**config.mk**
```make
export PLATFORM = sky130hd
export DESIGN_NAME = gc_controller_responder_flat
export DESIGN_NICKNAME = d
export VERILOG_FILES = /design/src/rtl/gc_pkg.sv /design/src/rtl/gc_controller_responder_if.sv /design/src/rtl/gc_line_sync.sv /design/src/rtl/gc_controller_responder.sv /design/src/flat_wrapper.sv
export SDC_FILE = /design/constraint.sdc
export NUM_CORES = 1
export LEC_CHECK = 0
export ABC_AREA = 1
export CAP_MARGIN = 20
export CELL_PAD_IN_SITES_DETAIL_PLACEMENT = 1
export CELL_PAD_IN_SITES_GLOBAL_PLACEMENT = 2
export CORE_MARGIN = 10
export CORE_UTILIZATION = 35
export CTS_BUF_LIST = sky130_fd_sc_hd__clkbuf_8
export DETAILED_ROUTE_END_ITERATION = 8
export GPL_ROUTABILITY_DRIVEN = 0
export HOLD_SLACK_MARGIN = 0.06
export PLACE_DENSITY_LB_ADDON = 0.1
export SLEW_MARGIN = 20
export SYNTH_ARGS = -nofsm -noshare
export SYNTH_HDL_FRONTEND = slang
export SYNTH_HIERARCHICAL = 1
export SYNTH_SLANG_ARGS = --single-unit
```
**constraint.sdc**
```tcl
create_clock -name clk -period 6.4 [get_ports clk]
set_clock_uncertainty 0.15 [all_clocks]
set_input_delay 1.92 -clock clk [delete_from_list [all_inputs] [get_ports clk]]
set_output_delay 1.92 -clock clk [all_outputs]
set_load 0.02 [all_outputs]
```
**src/rtl/gc_pkg.sv**
```systemverilog
// Shared constants, state encoding and report packing for the GameCube
// controller-side link.
package gc_pkg;

    localparam logic [7:0]  CMD_IDENTIFY     = 8'h00;
    localparam logic [7:0]  CMD_POLL         = 8'h40;
    localparam logic [7:0]  POLL_MODE        = 8'h03;
    localparam logic [23:0] ID_REPLY         = 24'h090003;

    // Frame lengths in bits; receive lengths include the stop bit.
    localparam int IDENT_FRAME_BITS = 9;
    localparam int POLL_FRAME_BITS  = 25;
    localparam int ID_REPLY_BITS    = 24;
    localparam int REPORT_BITS      = 64;

    typedef enum logic [2:0] {
        IDLE    = 3'd0,
        RX_LOW  = 3'd1,
        RX_HIGH = 3'd2,
        TX_BIT  = 3'd3,
        TX_STOP = 3'd4,
        RECOVER = 3'd5,
        FAULT   = 3'd6
    } gc_state_e;

    // Pack the pad inputs into the 64-bit poll report, MSB transmitted first.
    function automatic logic [63:0] build_report(
        input logic [11:0] btn,
        input logic [7:0]  jx,
        input logic [7:0]  jy,
        input logic [7:0]  cx,
        input logic [7:0]  cy,
        input logic [7:0]  lt,
        input logic [7:0]  rt
    );
        return {3'b000, btn[4:0], 1'b1, btn[11:5], jx, jy, cx, cy, lt, rt};
    endfunction

endpackage

```
**src/rtl/gc_controller_responder_if.sv**
```systemverilog
// Line and pad-side signals of the controller responder. The responder
// takes the slave view; the surrounding logic (or a bench) takes the master.
interface gc_controller_responder_if;

    logic        data_in;
    logic        data_oe;
    logic [11:0] buttons;
    logic [7:0]  joy_x;
    logic [7:0]  joy_y;
    logic [7:0]  cstick_x;
    logic [7:0]  cstick_y;
    logic [7:0]  l_trig;
    logic [7:0]  r_trig;
    logic        rumble;
    logic        poll_strobe;
    logic        cmd_error;

    modport slave (
        input  data_in, buttons, joy_x, joy_y, cstick_x, cstick_y, l_trig, r_trig,
        output data_oe, rumble, poll_strobe, cmd_error
    );

    modport master (
        output data_in, buttons, joy_x, joy_y, cstick_x, cstick_y, l_trig, r_trig,
        input  data_oe, rumble, poll_strobe, cmd_error
    );

endinterface

```
**src/rtl/gc_line_sync.sv**
```systemverilog
// Two-flop synchronizer for the raw open-drain line plus registered
// one-cycle rise/fall pulses taken from the synchronized level. The idle
// line is high, so every stage resets to 1 to avoid a false edge.
module gc_line_sync (
    input  logic clk,
    input  logic reset,
    input  logic i_line,
    output logic o_level,
    output logic o_rise,
    output logic o_fall
);

    logic r_meta;
    logic r_sync;
    logic r_prev;
    logic r_rise;
    logic r_fall;

    // Synchronize the line and register edge pulses off the clean level
    always_ff @(posedge clk or posedge reset) begin
        if (reset) begin
            r_meta <= 1'b1;
            r_sync <= 1'b1;
            r_prev <= 1'b1;
            r_rise <= 1'b0;
            r_fall <= 1'b0;
        end else begin
            r_meta <= i_line;
            r_sync <= r_meta;
            r_prev <= r_sync;
            r_rise <= r_sync & ~r_prev;
            r_fall <= ~r_sync & r_prev;
        end
    end

    assign o_level = r_sync;
    assign o_rise  = r_rise;
    assign o_fall  = r_fall;

endmodule

```
**src/rtl/gc_controller_responder.sv**
```systemverilog
// Controller-side end of the GameCube single-wire link: decodes console
// commands (identify / poll) from pulse-width bit cells and answers on the
// same open-drain wire with the device ID or the 64-bit pad report.
module gc_controller_responder
    import gc_pkg::*;
#(
    parameter int CLKS_PER_US   = 100,
    parameter int TURNAROUND_US = 3,
    parameter int MAX_LOW_US    = 10
) (
    input  logic                     clk,
    input  logic                     reset,
    gc_controller_responder_if.slave bus
);

    localparam int CNT_W = $clog2(MAX_LOW_US * CLKS_PER_US + 1);

    localparam logic [CNT_W-1:0] ONE_US       = CNT_W'(CLKS_PER_US);
    localparam logic [CNT_W-1:0] TWO_US       = CNT_W'(2 * CLKS_PER_US);
    localparam logic [CNT_W-1:0] THREE_US     = CNT_W'(3 * CLKS_PER_US);
    localparam logic [CNT_W-1:0] TURN_CNT     = CNT_W'(TURNAROUND_US * CLKS_PER_US);
    localparam logic [CNT_W-1:0] LOW_MAX      = CNT_W'(MAX_LOW_US * CLKS_PER_US);
    localparam logic [CNT_W-1:0] CELL_LAST    = CNT_W'(4 * CLKS_PER_US - 1);
    localparam logic [CNT_W-1:0] STOP_LAST    = CNT_W'(CLKS_PER_US - 1);
    localparam logic [CNT_W-1:0] RECOVER_LAST = CNT_W'(2 * CLKS_PER_US - 1);
    localparam logic [4:0]       BIT_CNT_MAX  = 5'd31;

    // Counters stop at all-ones instead of wrapping.
    function automatic logic [CNT_W-1:0] sat_inc(input logic [CNT_W-1:0] v);
        if (v == {CNT_W{1'b1}}) begin
            return v;
        end else begin
            return v + CNT_W'(1);
        end
    endfunction

    logic w_level;
    logic w_rise;
    logic w_fall;

    gc_state_e r_state;
    gc_state_e w_state_next;

    logic [CNT_W-1:0] r_low_cnt;
    logic [CNT_W-1:0] r_high_cnt;
    logic [CNT_W-1:0] r_cell_cnt;
    logic [4:0]       r_bit_cnt;
    logic [24:0]      r_rx_shift;
    logic [63:0]      r_tx_shift;
    logic [6:0]       r_tx_idx;
    logic [6:0]       r_tx_last;
    logic             r_data_oe;
    logic             r_rumble;
    logic             r_poll_strobe;
    logic             r_cmd_error;

    logic w_rx_bit;
    logic w_is_ident;
    logic w_is_poll;
    logic w_ident_start;
    logic w_poll_start;
    logic w_cmd_error;
    logic w_oe_next;
    logic w_cell_end;
    logic w_last_bit;

    gc_line_sync u_line_sync (
        .clk     (clk),
        .reset   (reset),
        .i_line  (bus.data_in),
        .o_level (w_level),
        .o_rise  (w_rise),
        .o_fall  (w_fall)
    );

    // Short low phase is a 1, long low phase (two cell-quarters or more) is a 0.
    assign w_rx_bit   = (r_low_cnt >= TWO_US) ? 1'b0 : 1'b1;

    // Frame classification; the last received bit is the stop bit and must be 1.
    assign w_is_ident = (r_bit_cnt == 5'(IDENT_FRAME_BITS))
                        && (r_rx_shift[8:1] == CMD_IDENTIFY)
                        && r_rx_shift[0];
    assign w_is_poll  = (r_bit_cnt == 5'(POLL_FRAME_BITS))
                        && (r_rx_shift[24:17] == CMD_POLL)
                        && (r_rx_shift[16:9] == POLL_MODE)
                        && r_rx_shift[0];

    assign w_cell_end = (r_cell_cnt == CELL_LAST);
    assign w_last_bit = (r_tx_idx == r_tx_last);

    // State register
    always_ff @(posedge clk or posedge reset) begin
        if (reset) begin
            r_state <= IDLE;
        end else begin
            r_state <= w_state_next;
        end
    end

    // Next-state, line drive and event decode
    always_comb begin
        w_state_next  = r_state;
        w_oe_next     = 1'b0;
        w_ident_start = 1'b0;
        w_poll_start  = 1'b0;
        w_cmd_error   = 1'b0;
        case (r_state)
            IDLE: begin
                if (w_fall) begin
                    w_state_next = RX_LOW;
                end else begin
                    w_state_next = IDLE;
                end
            end
            RX_LOW: begin
                if (w_rise) begin
                    w_state_next = RX_HIGH;
                end else if (r_low_cnt >= LOW_MAX) begin
                    w_state_next = FAULT;
                    w_cmd_error  = 1'b1;
                end else begin
                    w_state_next = RX_LOW;
                end
            end
            RX_HIGH: begin
                if (r_bit_cnt > 5'(POLL_FRAME_BITS)) begin
                    w_state_next = FAULT;
                    w_cmd_error  = 1'b1;
                end else if (w_fall) begin
                    w_state_next = RX_LOW;
                end else if (r_high_cnt >= TURN_CNT) begin
                    if (w_is_ident) begin
                        w_state_next  = TX_BIT;
                        w_ident_start = 1'b1;
                    end else if (w_is_poll) begin
                        w_state_next  = TX_BIT;
                        w_poll_start  = 1'b1;
                    end else begin
                        w_state_next  = IDLE;
                        w_cmd_error   = 1'b1;
                    end
                end else begin
                    w_state_next = RX_HIGH;
                end
            end
            TX_BIT: begin
                w_oe_next = (r_cell_cnt < (r_tx_shift[63] ? ONE_US : THREE_US));
                if (w_cell_end && w_last_bit) begin
                    w_state_next = TX_STOP;
                end else begin
                    w_state_next = TX_BIT;
                end
            end
            TX_STOP: begin
                w_oe_next = (r_cell_cnt < ONE_US);
                if (r_cell_cnt == STOP_LAST) begin
                    w_state_next = RECOVER;
                end else begin
                    w_state_next = TX_STOP;
                end
            end
            RECOVER: begin
                if (r_cell_cnt == RECOVER_LAST) begin
                    w_state_next = IDLE;
                end else begin
                    w_state_next = RECOVER;
                end
            end
            FAULT: begin
                // Require the level to still be high so an exactly-threshold
                // high gap inside a runaway frame does not end the fault.
                if ((r_high_cnt >= TURN_CNT) && w_level) begin
                    w_state_next = IDLE;
                end else begin
                    w_state_next = FAULT;
                end
            end
            default: begin
                w_state_next = IDLE;
            end
        endcase
    end

    // Receive counters, shift registers and reply bit sequencing
    always_ff @(posedge clk or posedge reset) begin
        if (reset) begin
            r_low_cnt  <= '0;
            r_high_cnt <= '0;
            r_cell_cnt <= '0;
            r_bit_cnt  <= 5'd0;
            r_rx_shift <= 25'd0;
            r_tx_shift <= 64'd0;
            r_tx_idx   <= 7'd0;
            r_tx_last  <= 7'd0;
        end else begin
            case (r_state)
                IDLE: begin
                    r_low_cnt  <= '0;
                    r_high_cnt <= '0;
                    r_cell_cnt <= '0;
                    r_bit_cnt  <= 5'd0;
                    r_rx_shift <= 25'd0;
                end
                RX_LOW: begin
                    r_high_cnt <= '0;
                    if (w_rise) begin
                        r_rx_shift <= {r_rx_shift[23:0], w_rx_bit};
                        r_bit_cnt  <= (r_bit_cnt == BIT_CNT_MAX) ? r_bit_cnt : r_bit_cnt + 5'd1;
                    end else begin
                        r_low_cnt  <= sat_inc(r_low_cnt);
                    end
                end
                RX_HIGH: begin
                    if (w_state_next == FAULT) begin
                        r_high_cnt <= '0;
                    end else if (w_fall) begin
                        r_low_cnt  <= '0;
                    end else begin
                        r_high_cnt <= sat_inc(r_high_cnt);
                    end
                    if (w_ident_start) begin
                        r_tx_shift <= {ID_REPLY, 40'h0};
                        r_tx_last  <= 7'(ID_REPLY_BITS - 1);
                        r_tx_idx   <= 7'd0;
                        r_cell_cnt <= '0;
                    end else if (w_poll_start) begin
                        // Pad inputs are sampled exactly once, here.
                        r_tx_shift <= build_report(bus.buttons, bus.joy_x, bus.joy_y,
                                                   bus.cstick_x, bus.cstick_y,
                                                   bus.l_trig, bus.r_trig);
                        r_tx_last  <= 7'(REPORT_BITS - 1);
                        r_tx_idx   <= 7'd0;
                        r_cell_cnt <= '0;
                    end
                end
                TX_BIT: begin
                    if (w_cell_end) begin
                        r_cell_cnt <= '0;
                        r_tx_shift <= {r_tx_shift[62:0], 1'b0};
                        r_tx_idx   <= r_tx_idx + 7'd1;
                    end else begin
                        r_cell_cnt <= r_cell_cnt + CNT_W'(1);
                    end
                end
                TX_STOP: begin
                    if (r_cell_cnt == STOP_LAST) begin
                        r_cell_cnt <= '0;
                    end else begin
                        r_cell_cnt <= r_cell_cnt + CNT_W'(1);
                    end
                end
                RECOVER: begin
                    r_cell_cnt <= r_cell_cnt + CNT_W'(1);
                end
                FAULT: begin
                    if (w_level) begin
                        r_high_cnt <= sat_inc(r_high_cnt);
                    end else begin
                        r_high_cnt <= '0;
                    end
                end
                default: begin
                    r_cell_cnt <= '0;
                end
            endcase
        end
    end

    // Registered outputs: line drive, rumble flag and event pulses
    always_ff @(posedge clk or posedge reset) begin
        if (reset) begin
            r_data_oe     <= 1'b0;
            r_rumble      <= 1'b0;
            r_poll_strobe <= 1'b0;
            r_cmd_error   <= 1'b0;
        end else begin
            r_data_oe     <= w_oe_next;
            r_poll_strobe <= w_poll_start;
            r_cmd_error   <= w_cmd_error;
            if (w_poll_start) begin
                r_rumble <= r_rx_shift[1];
            end
        end
    end

    assign bus.data_oe     = r_data_oe;
    assign bus.rumble      = r_rumble;
    assign bus.poll_strobe = r_poll_strobe;
    assign bus.cmd_error   = r_cmd_error;

endmodule

```
**src/flat_wrapper.sv**
```systemverilog
// flat-port wrapper written by rule: the top's interface ports become plain ports
module gc_controller_responder_flat import gc_pkg::*;
#(
    parameter int CLKS_PER_US   = 100,
    parameter int TURNAROUND_US = 3,
    parameter int MAX_LOW_US    = 10
)
  (clk, reset, bus_data_in, bus_buttons, bus_joy_x, bus_joy_y, bus_cstick_x, bus_cstick_y, bus_l_trig, bus_r_trig, bus_data_oe, bus_rumble, bus_poll_strobe, bus_cmd_error);
  gc_controller_responder_if bus_i ();
  input  logic clk;
  input  logic reset;
  input wire logic [$bits(bus_i.data_in)-1:0] bus_data_in;
  input wire logic [$bits(bus_i.buttons)-1:0] bus_buttons;
  input wire logic [$bits(bus_i.joy_x)-1:0] bus_joy_x;
  input wire logic [$bits(bus_i.joy_y)-1:0] bus_joy_y;
  input wire logic [$bits(bus_i.cstick_x)-1:0] bus_cstick_x;
  input wire logic [$bits(bus_i.cstick_y)-1:0] bus_cstick_y;
  input wire logic [$bits(bus_i.l_trig)-1:0] bus_l_trig;
  input wire logic [$bits(bus_i.r_trig)-1:0] bus_r_trig;
  output wire logic [$bits(bus_i.data_oe)-1:0] bus_data_oe;
  output wire logic [$bits(bus_i.rumble)-1:0] bus_rumble;
  output wire logic [$bits(bus_i.poll_strobe)-1:0] bus_poll_strobe;
  output wire logic [$bits(bus_i.cmd_error)-1:0] bus_cmd_error;
  assign bus_i.data_in = bus_data_in;
  assign bus_i.buttons = bus_buttons;
  assign bus_i.joy_x = bus_joy_x;
  assign bus_i.joy_y = bus_joy_y;
  assign bus_i.cstick_x = bus_cstick_x;
  assign bus_i.cstick_y = bus_cstick_y;
  assign bus_i.l_trig = bus_l_trig;
  assign bus_i.r_trig = bus_r_trig;
  assign bus_data_oe = bus_i.data_oe;
  assign bus_rumble = bus_i.rumble;
  assign bus_poll_strobe = bus_i.poll_strobe;
  assign bus_cmd_error = bus_i.cmd_error;
  gc_controller_responder #(.CLKS_PER_US(CLKS_PER_US), .TURNAROUND_US(TURNAROUND_US), .MAX_LOW_US(MAX_LOW_US)) u_core (.clk(clk), .reset(reset), .bus(bus_i));
endmodule
```
==> results by stage <==
Outcome:
- The flow ran to the end, and the final reports show no timing, DRC or antenna violations.

Clocking:
- The clock tree from TritonCTS is built.
- The maximum count of clock buffers along a single path is 2.
- The H-tree depth reported by CTS is 4.
- At the later pin of the worst-skew pair, clock insertion delay measures approximately 450 ps.
- The clock-pin slew reported for the worst setup and hold paths after clock tree synthesis is about 90 ps.
- The count of instances resized after the clock tree is built is 0.
- The number of setup buffers added after CTS is 0.
- The library cell used as clock root buffer is clkbuf_8.
- Counting every sink on the clock net gives around 150.
- In this run, CTS created clock tree buffers numbering 17.
- The number of buffers inserted by hold repair at cts is 0.

Critical path:
- The number of cells on the worst reg-to-reg path is 10.
- The terminus of the critical flop-to-flop path is u_core/r_tx_shift[0].
- The arrival time reported for the critical path endpoint is 3760 ps.
- The origin of the critical flop-to-flop path is u_core/r_bit_cnt[0].
- The reg2reg setup slack is about 2800 ps.
- The worst setup path is captured at a flop.
- In this run the worst path has a maximum fanout of 61.
- STA puts the critical path data required time at 6590 ps.
- The type of the setup path with the least slack is flop to flop.
- The sort of element at the start of the critical path is a flop.

Finish:
- The library cell used most frequently in the layout, excluding fill and tap cells, is nand2_1.
- The sequential cells in the finished layout cover a total of about 3600 µm².
- The multi-input combinational cells in the finished layout cover a total of 3727 µm².
- The share of cells above drive strength 1 is 0.05862.
- In the layout the commonest cells are nand2_1 (268), dfrtp_1 (142), inv_1 (140), nor2_1 (123), nand3_1 (122).
- The net count of the finished layout is 1222.
- The total inserted antenna cells is 0.
- The final-layout fill cell count is 2935.
- The finished layout holds between 1000 and 1500 standard cells, fillers aside.
- The relative area change from synthesis to final layout is 14.78%.

Worst hold path:
- In this run the most critical hold path is launched from u_core/u_line_sync/r_meta.
- In this run the worst hold path is classified as flop to flop.
- The worst hold path was traced through 0 stages.
- The worst hold path terminates at u_core/u_line_sync/o_level.

Logic synthesis:
- The count of flip-flops with a built-in enable after synthesis is 0.
- The synthesized netlist occupies a cell area of just over 8000 µm².
- For this run, asynchronously set or reset flops after synthesis account for 1.000.
- The synthesized netlist net count is ~1200.
- Counting every instance in the synthesized netlist gives 1110.
- The primary flip-flop cell chosen by synthesis mapping is dfrtp_1.
- The synthesized area per cell is ~7.4 µm².
- The share of the synthesized area in the top cell type is 0.4335.
- The number of register bits inferred by synthesis is 145.
- After synthesis, the cell types taking the most area are dfrtp_1 (43%), nand2_1 (12%), nand3_1 (7.4%).
- Yosys printed 6 warnings.
- The most area-hungry cell type in the Yosys netlist is dfrtp_1.
- The post-synthesis cell type count is between 40 and 50.
- The proportion of synthesized chip area in sequential cells is 0.4431.

STA:
- The normalized max-slew margin is 0.2955.
- The final clock period utilization by the worst path is 0.5585.
- At the pin with the least slew margin, the transition time is ~1100 ps.
- Timing would allow up to 279.8 MHz.
- Setup repair after global routing left no endpoint under its margin.
- The number of hold violations in the final report is 0.
- The final setup TNS is 0 ps.
- The final setup violation count is 0.
- The post-route worst setup slack is ~2800 ps.
- The max-slew violation total from the final report is 0.
- The final critical delay including setup and external delays is between 3000 and 4000 ps.

Drt:
- The via density per instance is around 5.
- For this run, design rule violations remaining after detail routing come to 0.
- Summed over all layers, the routed wires come to 22.66 mm.
- In the final routing, the length of wire on met1 measures ~11 mm.
- The detailed router finished its first iteration with about 380 violations.
- Summing over every cut layer, the via total after detailed routing is approximately 7400.
- The met2 routed wirelength is ~11 mm.
- After detailed routing, the average wire length per cell comes to about 15 µm.
- The top metal layer carrying routed signals is met4.
- The first detailed-routing pass took 5 iterations.
- The remaining antenna violation count after routing is 0.
- Summed over all nets, wire length on met3 after detailed routing comes to approximately 540 µm.

Global routing:
- The total overflow reported by the global router is 0.
- The wire length of the first global-routing pass is around 39 mm.
- The number of global-route vias before repair is about 7600.
- The pin count of the biggest net entering global routing is 82.
- The number of antenna violations at the first check in global routing was 0.
- For this run, the total global-route usage over all layers was measured as 0.1521.

Pwr:
- The power per cell area is 242.7 nW/µm².
- The worst-case IR drop observed on VDD is 0.1652 mV.
- For this design the static power due to leakage is 0.004226 µW.

Floorplan:
- The total I/O pin count is between 60 and 70.
- For this configuration, the core starts out at a cell density of 0.3588.
- The placeable core region is around 23000 µm².
- The height of the chip is around 170 µm.
- The floorplan step defined a die boundary enclosing 29940 µm².
- The total number of placement rows is between 50 and 60.
- Measured along the x axis, the die boundary spans 173.0 µm.

Place:
- The detailed placer's ending HPWL is around 15 mm.
- The minimum setup slack after placement is 2726 ps.
- The number of placed cells counting well taps is about 1400.
- The number of buffers added on ports is 66.

Run:
- Max-cap violations in this run came to 0.
power breakdown:
part / total [µW] / internal [µW] / switching [µW]
sequential: 990 / 951 / 39.0
combinational: 556 / 147 / 409
clock: 737 / 346 / 391
sequential cells by signal, indices dropped and copies added (netlist names), 2 cells and up:
name and flops:
u_core/r_tx_shift 64, u_core/r_state 3, u_core/r_bit_cnt 5, u_core/r_tx_idx 7, u_core/r_low_cnt 10, u_core/r_tx_last 2
u_core/r_cell_cnt 10, u_core/r_rx_shift 25, u_core/r_high_cnt 10
worst max path at each step:
stage	start	cells past startpoint	slack [ps]	endpoint
2_1_floorplan	reset	1	580	u_core/bus.cmd_error
3_3_place_gp	reset	3	2720	u_core/bus.data_oe
3_5_place_dp	reset	3	2730	u_core/bus.data_oe
4_1_cts	u_core/r_bit_cnt[0]	10	2840	u_core/r_tx_shift[12]
5_1_grt	u_core/r_bit_cnt[0]	10	2490	u_core/r_tx_shift[12]
6_report	u_core/r_bit_cnt[0]	10	2830	u_core/r_tx_shift[0]
kinds of logic (layout without fill, tap and decap cells):
family | Yosys count | after routing | share of synthesized area
AO/OA/AOI/OAI | 99 | 99 | 0.06793
adder cells (fa/ha/maj) | 12 | 12 | 0.01832
buffers and inverters | 201 | 251 | 0.1030
flip-flops | 145 | 145 | 0.4431
AND/OR/NAND/NOR | 643 | 643 | 0.3569
XOR/XNOR | 10 | 10 | 0.01069
worst max-delay path, cell delays in order, from the launching register on:
cell      delay (ps)
dfrtp_1          430
ha_1             230
nand3_1          160
nand3_1          190
nand2_1          130
inv_2             60
nand3_2          460
buf_4            520
nand3_4          680
nand3b_1         320
nand2_1           70
per-layer routing:
layer  up-vias  global-route usage
met4         0             0.02695
met5         -                   0
met1      3679              0.2142
li1       3686                   -
met2        72              0.2399
met3         9             0.02788
Yosys cell counts, types with 4 or more instances:
cell	instances
clkbuf_1	18
nand2_1	268
inv_2	7
o21ai_1	5
o31ai_1	9
nor3_1	24
or2_0	4
ha_1	12
xor2_1	9
nand4_1	73
inv_1	141
nand2_2	4
a21oi_1	17
buf_2	23
buf_6	7
o22ai_1	4
nand3_1	122
o21ai_0	50
nor2_1	124
nor2_2	5
dfrtp_1	142
nand3b_1	6
nand3_2	4
stage by stage:
stage | utilization | total power [µW] | cell area [µm²] | hold slack (ps)
CTS | 0.4116 | 2325 | 9403 | 209.7
floorplan | - | 1389 | 8197 | 195.2
detailed placement | 0.3941 | 1574 | 9005 | 197.3
global placement | 0.3941 | 1570 | 9005 | 197.3
global route | 0.4118 | 2444 | 9408 | 210.9
finish | 0.4118 | 2283 | 9408 | 208.2
area by class of cell:
type,count,area share
inverter,148,0.05958
multi-input combinational,764,0.3962
sequential,145,0.3861
timing repair buffer,71,0.07421
tap,313,0.04163
clock inverter,12,0.01303
clock buffer,20,0.02926
Note: power is estimated with default switching activity, not from simulation.
